**src/rtl/mdr_ctrl.sv**
```systemverilog
// Memory data register: bus store path plus a request/acknowledge load path
// with sub-word extraction, sign/zero extension and a bounded wait for mem_ack.
module mdr_ctrl #(
  parameter int unsigned WIDTH   = 32,
  parameter int unsigned OFFW    = $clog2(WIDTH / 8),
  parameter int unsigned TIMEOUT = 15
) (
  input  logic             clk,
  input  logic             clr,
  input  logic             MDRin,
  input  logic             read,
  input  logic [1:0]       size,
  input  logic             sgn,
  input  logic [OFFW-1:0]  addr_lo,
  input  logic [WIDTH-1:0] busMuxOut,
  input  logic [WIDTH-1:0] mem_rdata,
  input  logic             mem_ack,
  output logic             mem_req,
  output logic [WIDTH-1:0] q,
  output logic             busy,
  output logic             done,
  output logic             err
);

  localparam int unsigned CW = (TIMEOUT < 2) ? 1 : $clog2(TIMEOUT);

  typedef enum logic {IDLE, WAIT} state_t;

  state_t           r_state, w_next;
  logic [CW-1:0]    r_cnt;
  logic [1:0]       r_size;
  logic             r_sgn;
  logic [OFFW-1:0]  r_off;
  logic [WIDTH-1:0] r_q;
  logic             r_mem_req, r_done, r_err;

  logic             w_start, w_ack, w_tmo, w_load;
  logic [OFFW-1:0]  w_hoff;
  logic [WIDTH-1:0] w_bsh, w_hsh, w_ext;

  always_ff @(posedge clk or posedge clr) begin
    if (clr) r_state <= IDLE;
    else     r_state <= w_next;
  end

  always_comb begin
    w_next  = r_state;
    w_start = 1'b0;
    w_ack   = 1'b0;
    w_tmo   = 1'b0;
    w_load  = 1'b0;
    case (r_state)
      IDLE: begin
        if (read) begin
          w_start = 1'b1;
          w_next  = WAIT;
        end else if (MDRin) begin
          w_load = 1'b1;
        end
      end
      WAIT: begin
        // ack takes priority over a timeout landing on the same edge
        if (mem_ack) begin
          w_ack  = 1'b1;
          w_next = IDLE;
        end else if (r_cnt == CW'(TIMEOUT - 1)) begin
          w_tmo  = 1'b1;
          w_next = IDLE;
        end
      end
      default: w_next = IDLE;
    endcase
  end

  // Half loads reuse the byte shifter with the offset forced even.
  always_comb begin
    w_hoff    = r_off;
    w_hoff[0] = 1'b0;
    w_bsh     = mem_rdata >> {r_off, 3'b000};
    w_hsh     = mem_rdata >> {w_hoff, 3'b000};
    case (r_size)
      2'b00:   w_ext = {{(WIDTH-8){r_sgn & w_bsh[7]}}, w_bsh[7:0]};
      2'b01:   w_ext = {{(WIDTH-16){r_sgn & w_hsh[15]}}, w_hsh[15:0]};
      default: w_ext = mem_rdata;
    endcase
  end

  always_ff @(posedge clk or posedge clr) begin
    if (clr) begin
      r_cnt     <= '0;
      r_size    <= '0;
      r_sgn     <= 1'b0;
      r_off     <= '0;
      r_q       <= '0;
      r_mem_req <= 1'b0;
      r_done    <= 1'b0;
      r_err     <= 1'b0;
    end else begin
      r_mem_req <= (w_next == WAIT);
      r_done    <= w_ack | w_tmo;
      if (w_start) begin
        r_size <= size;
        r_sgn  <= sgn;
        r_off  <= addr_lo;
        r_cnt  <= '0;
        r_err  <= 1'b0;
      end else if (r_state == WAIT && !w_ack && !w_tmo) begin
        r_cnt <= r_cnt + 1'b1;
      end
      if (w_tmo) r_err <= 1'b1;
      if (w_ack)       r_q <= w_ext;
      else if (w_load) r_q <= busMuxOut;
    end
  end

  assign mem_req = r_mem_req;
  assign busy    = (r_state == WAIT);
  assign done    = r_done;
  assign err     = r_err;
  assign q       = r_q;

endmodule

```
**config.mk**
```make
export PLATFORM = sky130hd
export DESIGN_NAME = mdr_ctrl
export DESIGN_NICKNAME = d
export VERILOG_FILES = /design/src/rtl/mdr_ctrl.sv
export SDC_FILE = /design/constraint.sdc
export NUM_CORES = 1
export LEC_CHECK = 0
export CORE_MARGIN = 2
export CORE_UTILIZATION = 30
export DETAILED_ROUTE_END_ITERATION = 10
export GPL_TIMING_DRIVEN = 0
export PLACE_DENSITY_LB_ADDON = 0.08
export SYNTH_ARGS = -nofsm -noshare
export SYNTH_HDL_FRONTEND = slang
export SYNTH_SLANG_ARGS = --single-unit
```
**constraint.sdc**
```tcl
create_clock -name clk -period 2.53 [get_ports clk]
set_clock_uncertainty 0.1 [all_clocks]
set_input_delay 0.759 -clock clk [delete_from_list [all_inputs] [get_ports clk]]
set_output_delay 0.759 -clock clk [all_outputs]
set_load 0.02 [all_outputs]
```
==> results.ini, run 1 <==
[power_and_ir_drop]
total_power_uw = 3017
power_leakage_uw = 0.001591
ir_drop_mv = 0.3679
power_density_mw_per_mm2 = 751.2

[setup_path]
critPathLaunchType = input pin
path_cells = clkdlybuf4s50_1, nand2_1, buf_2, buf_1, a32oi_2
slowest_stage = buf_1
critPathRequiredTime_ns = 2.57
crit_path_end_kind = flip-flop
critical_path.max_fanout = 10
crit_type = in -> reg
worstPathArrival_ns = 2.41
slowest_delay_ns = 0.52

[synthesis]
ys_seq_elements = 44
ys_seq_area_frac = 0.4157
synth_top_cell_by_area = dfrtp_1
ys_types = 41
synthTopCellsByCount = 73 x nand2_1, 44 x dfrtp_1, 17 x nor2b_1
ys_warn_count = 0
syn_area_mm2 = 0.002649
synth_nets = 358
synthCells = 282
ys_top_cells_by_area = dfrtp_1 42%, nand2_1 10%, a32oi_2 6.1%
synth_top_area_share = 0.4157
syn_area_per_cell_um2 = 9.393
synth_ff_type = dfrtp_1
synth_most_common_cell = nand2_1
synth_edf_count = 0
async_flop_share = 1.000

[final_layout]
drive_gt1_frac = 0.1128
fin_util = 0.4651
area_delta_synth_final_pct = 51.63
fin_nets = 476
diodes = 0
fill_cells = 866

[global_route]
grt_use_met3 = 0.03078
grt_pass1_wl_mm = 13.71
grtUsageMet1 = 0.2576
gr-usage-all-layers = 0.1797
grt_pass1_vias = 2500
grt_util_met2 = 0.2840
grt_max_degree = 25
top_usage_layer = met2
grt_antenna_before_repair = 0
gr-total-overflow = 0

[timing]
slew_violations = 0
slew_headroom = 0.4261
tightestPinTransition_ns = 0.8590
period_share = 0.9362
finalSetupViolCount = 0
rsz0062_at_grt = false
period_minus_slack_ns = 2.369
hold_viol = 0
fmax_mhz = 422.2

[clock_tree]
cts-htree-levels = 2
clock_sinks = 44
path_clk_slew_ns = 0.08
hold_buffers = 0
cts_buffers = 5
cts_tree = yes
clock_latency_ns = 0.29
ctsLongestPathBuffers = 2
cts-root-buf = clkbuf_8

[job]
drv_cap = 0

[detailed_routing]
wl_per_cell_um = 16.85
viasPerCell = 4.955
drtPass1Iterations = 4
drc_errors = 0
ant_nets = 0
routed_wl_mm = 8.544
vias = 2512
drt_iter0_drc = 149

[placement]
dp_hpwl_mm = 6.623
gp_congestion = 0.8013
port_buffers = 109

[run_status]
outcome = finished clean

[die]
start_util = 0.3067
ios = 110
core-area_mm2 = 0.008636
die_h_um = 97.97
die-width_um = 97.97
die-area_mm2 = 0.009597
rows = 34

[min_path]
hp-class = reg -> reg

==> logic make-up (layout without fill, tap and decap cells) <==
kind of cell	count (synthesis)	after routing	synth area share
AOI/OAI and AO/OA	69	69	0.2296
DFF	44	44	0.4157
buffers and inverters	29	146	0.05479
xor gates and xnor gates	1	1	0.003307
and+or+nand+nor	119	119	0.2154
muxes	18	18	0.07180
adders and majority gates	2	2	0.009446
==> cell type report <==
cell class              instances  area [um2]  share of cell area
plain buffers                  23       125.1             0.03115
clock buffers                   5       68.82             0.01713
clock inverters                 1       30.03            0.007477
inverters                       6       22.52            0.005607
multi-input cells             209        1414              0.3520
flip-flops and latches         44        1102              0.2745
well taps                     108       135.1             0.03364
repair buffers                111        1119              0.2785
==> repair_timing <==
| item | in CTS | in global routing |
|---|---|---|
| gates cloned | 0 | 0 |
| setup buffers | 0 | 1 |
| endpoints found under the setup margin | 18 | 17 |
| pin swaps | 0 | 1 |
| gates resized for setup | 1 | 3 |
| hold endpoints to repair | 0 | 0 |
==> cells in the final DEF (no fill, tap or decap), types with 2 or more instances in the layout <==
cell type and count:
mux2_2 8, ha_1 2, mux2i_1 10, inv_1 5, a222oi_1 7, nand2_1 73, a211oi_1 7, o21ai_0 3
nand2b_1 3, a221oi_1 2, buf_4 4, clkbuf_8 5, clkdlybuf4s50_1 109, a32oi_1 7, dfrtp_1 43, o32ai_1 7
buf_1 2, buf_2 7, a32oi_2 10, buf_6 2, and2_1 8, o21a_1 2, a21oi_1 9, nor2b_1 17
clkbuf_1 8, nand3_1 4, nor2_1 4, o22ai_1 10
==> layer usage <==
metal | wire length [um] | part of all wire
met1 | 4034 | 0.47
met2 | 3959 | 0.46
met3 | 444 | 0.052
met4 | 106 | 0.012
met5 | 0 | 0
==> final timing paths <==
check,from,endpoint,slack [ns],cells after the start
min in group asynchronous,clr,q[31],0.70,2
worst min-delay path,err,err,0.41,2
max in group asynchronous,clr,mem_req,1.12,3
worst min register to register,err,err,0.41,2
worst max-delay path,mem_ack,q[31],0.16,5
worst max register to register,r_size[1],q[31],0.50,5
==> power by group <==
part / internal, uW / total (uW) / switching, uW / leakage (uW)
clock: 284 / 516 / 233 / 0.0000501
combinational: 731 / 1470 / 734 / 0.00101
sequential: 904 / 1040 / 132 / 0.000531
==> through the flow <==
step | hold slack [ns] | setup WS, ns | std cells | TNS (ns) | cell area, um2
after floorplan | 0.3709 | 0.5194 | 282 | 0 | 2649
after global placement | 0.3800 | -0.3887 | 499 | -23.84 | 3875
after detailed placement | 0.3927 | -0.4060 | 500 | -9.417 | 3895
after CTS | 0.4109 | 0.02314 | 506 | 0 | 3999
after global routing | 0.4467 | 0.02648 | 507 | 0 | 4016
final | 0.4064 | 0.1615 | 507 | 0 | 4016
==> worst max-delay path, delay by kind of cell <==
kind | cells | cell delay (ns)
compound gates | 1 | 0.19
buf+inv | 3 | 1.27
simple gates | 1 | 0.19
==> state kept, by name, summed over array words and instances, names as in the netlist <==
| name | cells |
|---|---|
| r_cnt | 4 |
| r_sgn | 1 |
| r_off | 2 |
| err | 1 |
| done | 1 |
| r_size | 2 |
| mem_req | 1 |
| q | 32 |
Power figures use the tool's default switching activity.
==> inputs of run 2 (changes only) <==
Settings changed: GPL_ROUTABILITY_DRIVEN set to 0.
==> results of run 2 <==
The final DEF is identical to that of run 1; final timing and power are the same.
==> inputs of run 3 (changes only) <==
Settings changed: CORE_ASPECT_RATIO set to 1.25.
==> results.ini, run 3 (same netlist as run 1, synthesis figures left out) <==
[power_and_ir_drop]
power_density_mw_per_mm2 = 732.1  ; -2.5%
ir_drop_mv = 0.3174  ; -14%
power_leakage_uw = 0.001577  ; -0.87%

[timing]
slew_violations = 0  ; unchanged
tns_ns = 0  ; unchanged
fmax_mhz = 416.3  ; -1.4%
finalSetupViolCount = 0  ; unchanged
period_minus_slack_ns = 2.402  ; +0.03345 ns
setup_ws_ns = 0.1280  ; -0.03345 ns
slew_headroom = 0.4136  ; -0.01248
hold_viol = 0  ; unchanged
rsz0062_at_grt = false
tightestPinTransition_ns = 0.8776  ; +0.01868 ns
timing.hold.ws_ns = 0.4005  ; -0.005972 ns
period_share = 0.9494  ; +0.01322

[final_layout]
largest_reg_flops = 32  ; unchanged
stdcell_area_mm2 = 0.004000  ; -0.40%
diodes = 0  ; unchanged
layout_commonest_cell = clkdlybuf4s50_1
layout_common_cells = 109 x clkdlybuf4s50_1, 73 x nand2_1, 43 x dfrtp_1
fin_util = 0.4623  ; -0.002822
drive_gt1_frac = 0.1103  ; -0.002506
fin_nets = 475  ; -0.21%
area_delta_synth_final_pct = 51.02
fill_cells = 915  ; +5.7%

[detailed_routing]
vias = 2562  ; +2.0%
drtPass1Iterations = 4  ; unchanged
viasPerCell = 4.936  ; -0.37%
drc_errors = 0  ; unchanged
routed_wl_mm = 8.673  ; +1.5%
drt_iter0_drc = 159  ; +6.7%
ant_nets = 0  ; unchanged
wl_per_cell_um = 16.71  ; -0.84%

[placement]
dp_hpwl_mm = 6.703  ; +1.2%
preCtsSetupSlack_ns = -0.4203  ; -0.01433 ns
port_buffers = 109  ; unchanged
placed_area_mm2 = 0.003910  ; +0.39%

[setup_path]
regToRegSetupSlack_ns = 0.43  ; -0.07 ns
crit_path_end_kind = flip-flop
r2r_cells = 5  ; unchanged
rr_startpoint = r_size[1]
critical_path.max_fanout = 10  ; unchanged
worstPathArrival_ns = 2.45  ; +0.04 ns
reg2reg_to = q[31]
critPathRequiredTime_ns = 2.58  ; about the same
crit_type = in -> reg
critPathLaunchType = input pin

[global_route]
gr-usage-all-layers = 0.1814  ; +0.001664
grt_pass1_vias = 2490  ; -0.40%
grt_max_degree = 28  ; +12%
gr-total-overflow = 0  ; unchanged
grt_antenna_before_repair = 0  ; unchanged
grt_pass1_wl_mm = 13.21  ; -3.7%

[clock_tree]
path_clk_slew_ns = 0.09  ; about the same
clock_latency_ns = 0.30  ; about the same
cts-htree-levels = 2  ; unchanged
cts-root-buf = clkbuf_8
cts_buffers = 5  ; unchanged
cts_setup_buffers = 0  ; unchanged
cts_tree = yes
clock_sinks = 44  ; unchanged
ctsLongestPathBuffers = 2  ; unchanged

[die]
die-width_um = 88.05  ; -10%
rows = 38  ; +12%
die_h_um = 109.1  ; +11%
start_util = 0.3061  ; -0.0006209
die-area_mm2 = 0.009602  ; about the same
ios = 110  ; unchanged
core-area_mm2 = 0.008653  ; +0.20%

[min_path]
whs_endpoint = err
hp-class = reg -> reg
whs_path_depth = 2  ; unchanged
hp-start = err

[run_status]
outcome = finished clean

[job]
drv_cap = 0  ; unchanged

[run 3: what timing repair did]
item                                    4_1_cts  5_1_grt
endpoints found under the setup margin       26        4
gates resized for setup                       1        2
pin swaps                                     0        1
hold buffers                                  0        0
[run 3: worst max path at each step]
stage | startpoint | endpoint | slack [ns] | depth (start not counted)
6_report | mem_ack | q[25] | 0.13 | 5
5_1_grt | read | q[8] | 0.002 | 6
4_1_cts | mem_rdata[31] | q[31] | 0.05 | 6
3_5_place_dp | MDRin | q[8] | -0.42 | 6
3_3_place_gp | MDRin | q[11] | -0.42 | 6
2_1_floorplan | read | q[10] | 0.52 | 5
[run 3: stage by stage]
stage,power [uW],cells
floorplan,1847,282
global placement,2490,511
detailed placement,2504,512
CTS,2951,519
global route,3122,519
finish,2928,519
[run 3: worst max-delay path: stages]
cell and delay, ns:
clkdlybuf4s50_1 0.46, nand2_1 0.20, buf_2 0.28, buf_1 0.55, a32oi_2 0.20
[run 3: area by class of cell]
type | count | area (um2) | share of cell area
Buffer | 23 | 122.6 | 0.03065
Clock inverter | 1 | 5.005 | 0.001251
Clock buffer | 6 | 72.57 | 0.01814
Tap cell | 120 | 150.1 | 0.03754
Sequential cell | 44 | 1102 | 0.2756
Inverter | 6 | 22.52 | 0.005630
Multi-Input combinational cell | 209 | 1414 | 0.3535
Timing Repair Buffer | 110 | 1111 | 0.2778
[run 3: metal layers]
layer	track usage	vias up	routed length, um
met2	0.2917	76	4270
met5	0	-	0
met4	0.05844	0	125
li1	-	1260	-
met1	0.2472	1217	3870
met3	0.03179	9	407
[run 3: power breakdown]
| group | internal [uW] | switching, uW | total (uW) |
|---|---|---|---|
| registers | 904 | 133 | 1040 |
| clock network | 188 | 248 | 436 |
| logic | 727 | 728 | 1460 |
| total | 1820 | 1110 | 2930 |
